`src/rtl/wb_regfile.sv`:
```
// Writeback stage: selects the ALU or load result, commits it into an
// NREGS x DATA_W register file (register 0 reads as zero), serves two
// combinational read ports and keeps a saturating commit counter.
// Optional macro WB_REGFILE_BYPASS_EN forwards a pending commit to any read
// port addressing the destination register in the same cycle.
module wb_regfile #(
    parameter int DATA_W = 8,
    parameter int NREGS  = 8,
    parameter int ADDR_W = 3,
    parameter int CNT_W  = 16
) (
    input  logic              clk1,
    input  logic              rst,
    input  logic [DATA_W-1:0] alu_in,
    input  logic [DATA_W-1:0] mem_in,
    input  logic              MemToRegmux,
    input  logic              RegWrite,
    input  logic [ADDR_W-1:0] rd,
    input  logic [ADDR_W-1:0] rs1,
    input  logic [ADDR_W-1:0] rs2,
    output logic [DATA_W-1:0] rd1,
    output logic [DATA_W-1:0] rd2,
    output logic [DATA_W-1:0] wb_data,
    output logic [CNT_W-1:0]  wb_count
);

    // The index space is padded to a full power of two so that any index can
    // be looked up; slots that are register 0 or beyond NREGS read as zero.
    localparam int DEPTH = 1 << ADDR_W;

    logic                 in_range;
    logic                 commit;
    logic [DATA_W-1:0]    view [DEPTH];
    logic [CNT_W-1:0]     cnt_reg;
    logic [CNT_W-1:0]     cnt_next;

    assign wb_data = MemToRegmux ? mem_in : alu_in;

    // Range check only exists when the index can name a non-existent register.
    generate
        if (NREGS < DEPTH) begin : g_range_check
            assign in_range = (int'(rd) < NREGS);
        end else begin : g_range_full
            assign in_range = 1'b1;
        end
    endgenerate

    // Gating with rst keeps the read ports at zero during reset even when a
    // forwarded commit would otherwise be visible.
    assign commit = RegWrite && (rd != '0) && in_range && !rst;

    generate
        for (genvar gi = 0; gi < DEPTH; gi++) begin : g_reg
            if (gi == 0 || gi >= NREGS) begin : g_zero
                assign view[gi] = '0;
            end else begin : g_live
                logic [DATA_W-1:0] data_reg;

                // Capture the writeback value when this register is the commit target.
                always_ff @(posedge clk1 or posedge rst) begin
                    if (rst) begin
                        data_reg <= '0;
                    end else if (commit && (rd == ADDR_W'(gi))) begin
                        data_reg <= wb_data;
                    end
                end

                assign view[gi] = data_reg;
            end
        end
    endgenerate

    // Saturating increment: all-ones holds.
    always_comb begin
        cnt_next = cnt_reg;
        if (commit && !(&cnt_reg)) begin
            cnt_next = cnt_reg + 1'b1;
        end
    end

    // Commit counter register.
    always_ff @(posedge clk1 or posedge rst) begin
        if (rst) begin
            cnt_reg <= '0;
        end else begin
            cnt_reg <= cnt_next;
        end
    end

    assign wb_count = cnt_reg;

    // Read ports: stored contents, optionally overridden by a pending commit.
    always_comb begin
        rd1 = view[rs1];
        rd2 = view[rs2];
`ifdef WB_REGFILE_BYPASS_EN
        if (commit && (rs1 == rd)) begin
            rd1 = wb_data;
        end
        if (commit && (rs2 == rd)) begin
            rd2 = wb_data;
        end
`endif
    end

endmodule
```
`config.mk`:
```
export PLATFORM = sky130hd
export DESIGN_NAME = wb_regfile
export DESIGN_NICKNAME = d
export VERILOG_FILES = /design/src/rtl/wb_regfile.sv
export SDC_FILE = /design/constraint.sdc
export NUM_CORES = 1
export LEC_CHECK = 0
export BUFFER_PORTS_ARGS = -buffer_cell sky130_fd_sc_hd__buf_2
export CAP_MARGIN = 5
export CORE_UTILIZATION = 45
export CTS_BUF_LIST = sky130_fd_sc_hd__clkbuf_4 sky130_fd_sc_hd__clkbuf_8
export DETAILED_ROUTE_END_ITERATION = 6
export GPL_TIMING_DRIVEN = 1
export PLACE_DENSITY_LB_ADDON = 0.2
export SLEW_MARGIN = 20
export SYNTH_ARGS = -nofsm -noshare
export SYNTH_HDL_FRONTEND = slang
export SYNTH_SLANG_ARGS = --single-unit
```
`constraint.sdc`:
```
create_clock -name clk1 -period 4.1 [get_ports clk1]
set_clock_uncertainty 0.05 [all_clocks]
set_input_delay 0.41 -clock clk1 [delete_from_list [all_inputs] [get_ports clk1]]
set_output_delay 0.41 -clock clk1 [all_outputs]
set_load 0.01 [all_outputs]
```
**Yosys cells after proc, flatten, opt, wreduce, memory -nomap -nowiden**

Cells that the tools add are included.
W data, S select, Z words.

- Bits of input ports: 29
- Output and inout bits: 40
- Logic and storage cells: 41
- Flip-flop bits (word level): 72

- Add/subtract/negate cells: 1
- Bitwise operators: 2
- Equality and inequality tests: 7
- Order comparisons: 2
- Reduce and logical (&&, ||, !) cells: 14
- Multiplexer cells: 7

Operators by type and width:

| operator | count |
|---|---|
| $bmux W8 S3 | 2 |
| $mux W8 | 5 |
| $add A16 B1 Y16 const B | 1 |
| $reduce_and A16 Y1 | 1 |
| $eq A3 B3 Y1 const B | 4 |
| $logic_and A1 B1 Y1 | 10 |
| $ge A4 B4 Y1 const B | 2 |
| $not A3 Y4 | 2 |
| $eq A3 B2 Y1 const B | 2 |
| $eq A3 B1 Y1 const B | 1 |
| $reduce_bool A3 Y1 | 1 |
| $logic_not A1 Y1 | 2 |

**Longest topological paths before layout**

- Word-level depth: 4
- Depth in mapped cells: 7
- Mapped depth without buffers: 5

**Least setup slack after synthesis**

No wires, ideal clock.

- Path kind: input to output
- Start: input port rs1[1]
- End: output port rd1[6]
- Stages on the path: 5
- Buffers on the path: 2
- Setup slack: 2.054 ns
- Data arrival time: 1.586 ns
- Data required time: 3.640 ns
- Cells stage by stage: clkbuf_1 -> buf_2 -> mux2_2 -> a221oi_1 -> a21oi_1

- Cells in the longest elaborated chain, start to end: 4

RTL lines:

| item | line | source |
|---|---|---|
| from (decl) | 19 | `input logic [ADDR_W-1:0] rs1,` |
| $not A3 Y4 (not written as such) | 94 | `rd1 = view[rs1];` |
| $bmux W8 S3 | 94 |  |
| $mux W8 (not written as such) (2 in a row) | 94 |  |
| to (decl) | 21 | `output logic [DATA_W-1:0] rd1,` |

Every way passes these cells. The select of a mux whose other input is x is not followed.

**Worst setup path in the final report**

- Start: input port rs1[1]
- End: output port rd1[7]

The elaborated chain is that of the path after synthesis.

==> out/metrics.yaml <==
timing:
  worst_slew_pin_slew_ns: 0.997
  timing.final.crit_period_ns: 2.42
  timing.final.crit_share_pct: 58.9
  rsz0062_at_grt: "no"
  setup_ws_ns: 1.68
  setup_violations: 0
  tns_ns: 0
  slew-limit-headroom_pct: 33.2
  final_max_slew_viol_count: 0
  hold_viol: 0
  fmax_mhz: 414
floorplanning:
  initial_core_util_pct: 47.0
  ios: 69
  num_rows: 33
  die_h_um: 95.1
  fp.dieW_um: 95.1
  dieArea_um2: 9040
  fp.coreArea_um2: 8300
worst_setup_path:
  worstSetupPathType: "input pin to primary output"
  crit_required_ns: 3.64
  cpMaxStageDelayCell: "nor2b_1"
  critPathArrivalTime_ns: 1.96
  startpoint: "rs1[1]"
  worstPathCellList: "buf_2, nor2b_1, a22oi_1, o21ai_0, buf_2"
  cpMostUsedCell: "buf_2"
  r2r-start: "wb_count[0]$_DFFE_PP0P_"
  cpPeakStageDelay_ns: 0.59
  startpoint_type: "input pin"
  endpoint_kind: "primary output"
  crit_fanout: 17
power:
  p_sw_share_pct: 30.7
  switching_power_uw: 680
  power_frac_clock_pct: 30.1
  intPower_mw: 1.54
  power_density_nw_per_um2: 492
  ir_worst_vdd_uv: 195
  comb_power_share_pct: 25.0
  power.leakage_nw: 2.09
  p_total_mw: 2.22
  power_frac_seq_pct: 44.9
clocking:
  clockBufferDepth: 2
  cts.sinks: 72
  clk_latency_ns: 0.33
  cts_root_buffer: "clkbuf_8"
  cts_tree: "yes"
  cts_setup_buffers: 0
  cts.htree.levels: 3
  cts_buffers: 9
  cts_hold_buf: 0
  clk_pin_slew_worst_paths_ns: 0.08
  cts_resized: 0
synthesis:
  netlist_instances: 379
  synth_cell_type_count: 35
  syn_area_um2: 3900
  async_flop_share_pct: 100
  synth_ff_type: "dfrtp_1"
  syn_avg_cell_area_um2: 10.3
  synth_enable_flop_cells: 0
  yosysSeqAreaShare_pct: 46.2
  yosysWarnings: 0
  ys_ff_latch: 72
  syn_nets: 409
global_routing:
  antenna_found_initial: 0
  grt.total_usage_pct: 22.9
  grt_max_degree: 52
  grt_pass1_wl_mm: 15.2
  grt_pass1_vias: 2871
  grt_overflow: 0
placed_design:
  port_buffers: 68
  globalplace.congestion: 0.882
  pre_cts_ws_ns: 1.69
  dp_hpwl_mm: 6.69
  dp_cells: 531
finish:
  nets: 467
  final_core_util_pct: 54.3
  final_common_cell: "dfrtp_1"
  layout-drive-gt1-share_pct: 31.4
  fill_cells: 752
  syn_to_final_growth_pct: 15.6
  stdcell_count: 547
  num_antenna_cells: 0
  layout_common_cells: "72 x dfrtp_1, 68 x buf_2, 43 x a21oi_1"
  largest_reg_flops: 56
detailed_routing:
  vias: 3106
  first_pass_iters: 5
  totalWireLength_mm: 9.55
  drc: 0
  vias_per_cell: 5.68
  drt_iter0_drc: 205
  ant_nets: 0
  wl_per_cell_um: 17.5
worst_hold_path:
  hp-class: "input pin to asynchronous set/reset pin"
run_status:
  status: "completed"
run:
  max-cap-violations: 0
[worst paths after layout]
check	end	slack (ns)	cells past startpoint
worst max-delay path	rd1[7]	1.68	5
worst min-delay path	wb_count[15]$_DFFE_PP0P_	0.20	2
worst max register to register	wb_count[1]$_DFFE_PP0P_	2.18	5
worst min register to register	g_reg[4].g_live.data_reg[1]$_DFFE_PP0P_	0.45	2
max in group asynchronous	g_reg[1].g_live.data_reg[6]$_DFFE_PP0P_	2.98	3
min in group clk1	g_reg[4].g_live.data_reg[1]$_DFFE_PP0P_	0.45	2
[routing by layer]
metal	vias up	global-route usage, %	share of wire (%)
li1	1476	-	-
met1	1521	33.5	46
met2	99	33.8	47
met3	10	4.23	5.2
met4	0	8.33	1.5
met5	-	0	0
[critical path, delay by kind of cell]
family	cells	cell delay, ns
compound gates	2	0.40
simple gates	1	0.59
buf+inv	2	0.55
[through the flow]
stage | hold WS [ns] | cell area, um2
2_1_floorplan | 0.414 | 3900
3_3_place_gp | 0.425 | 4270
3_5_place_dp | 0.438 | 4270
4_1_cts | 0.355 | 4500
5_1_grt | 0.270 | 4510
6_report | 0.198 | 4510
[logic make-up after synthesis]
kind of cell             after synthesis  synth area share (%)
XOR/XNOR                               9                  2.02
AO/OA/AOI/OAI                         92                  14.0
flip-flops                            72                  46.2
AND/OR/NAND/NOR                      113                  14.7
buffers and inverters                 47                  5.43
multiplexers                          45                  17.3
adder cells (fa/ha/maj)                1                 0.321
[final cells by class]
type	count	area [um2]	share of cell area, %
inverter	22	83.8	1.86
clock inverter	7	110	2.44
sequential	72	1800	40.0
clock buffer	9	124	2.75
timing repair buffer	72	370	8.22
multi-input combinational	260	1880	41.8
tap	105	131	2.92
[power groups by stage]
stage	clock (mW)	combinational (mW)	sequential (mW)
6_report	0.667	0.555	0.997
5_1_grt	0.710	0.616	1.02
4_1_cts	0.676	0.558	0.995
3_5_place_dp	0	0.556	1.01
3_3_place_gp	0	0.543	0.999
2_1_floorplan	0	0.387	0.983
[synth_stat cells, types with 9 or more instances]
master | n | area share (%)
mux4_2 | 16 | 9.2
nor2_1 | 35 | 3.4
a221oi_1 | 10 | 2.2
a21oi_1 | 43 | 5.5
mux2i_1 | 9 | 2.3
buf_2 | 16 | 2.1
nand2_1 | 36 | 3.5
o21ai_0 | 16 | 2.1
inv_1 | 20 | 1.9
dfrtp_1 | 72 | 46
mux2_2 | 20 | 5.8
Power figures use the tool's default switching activity.
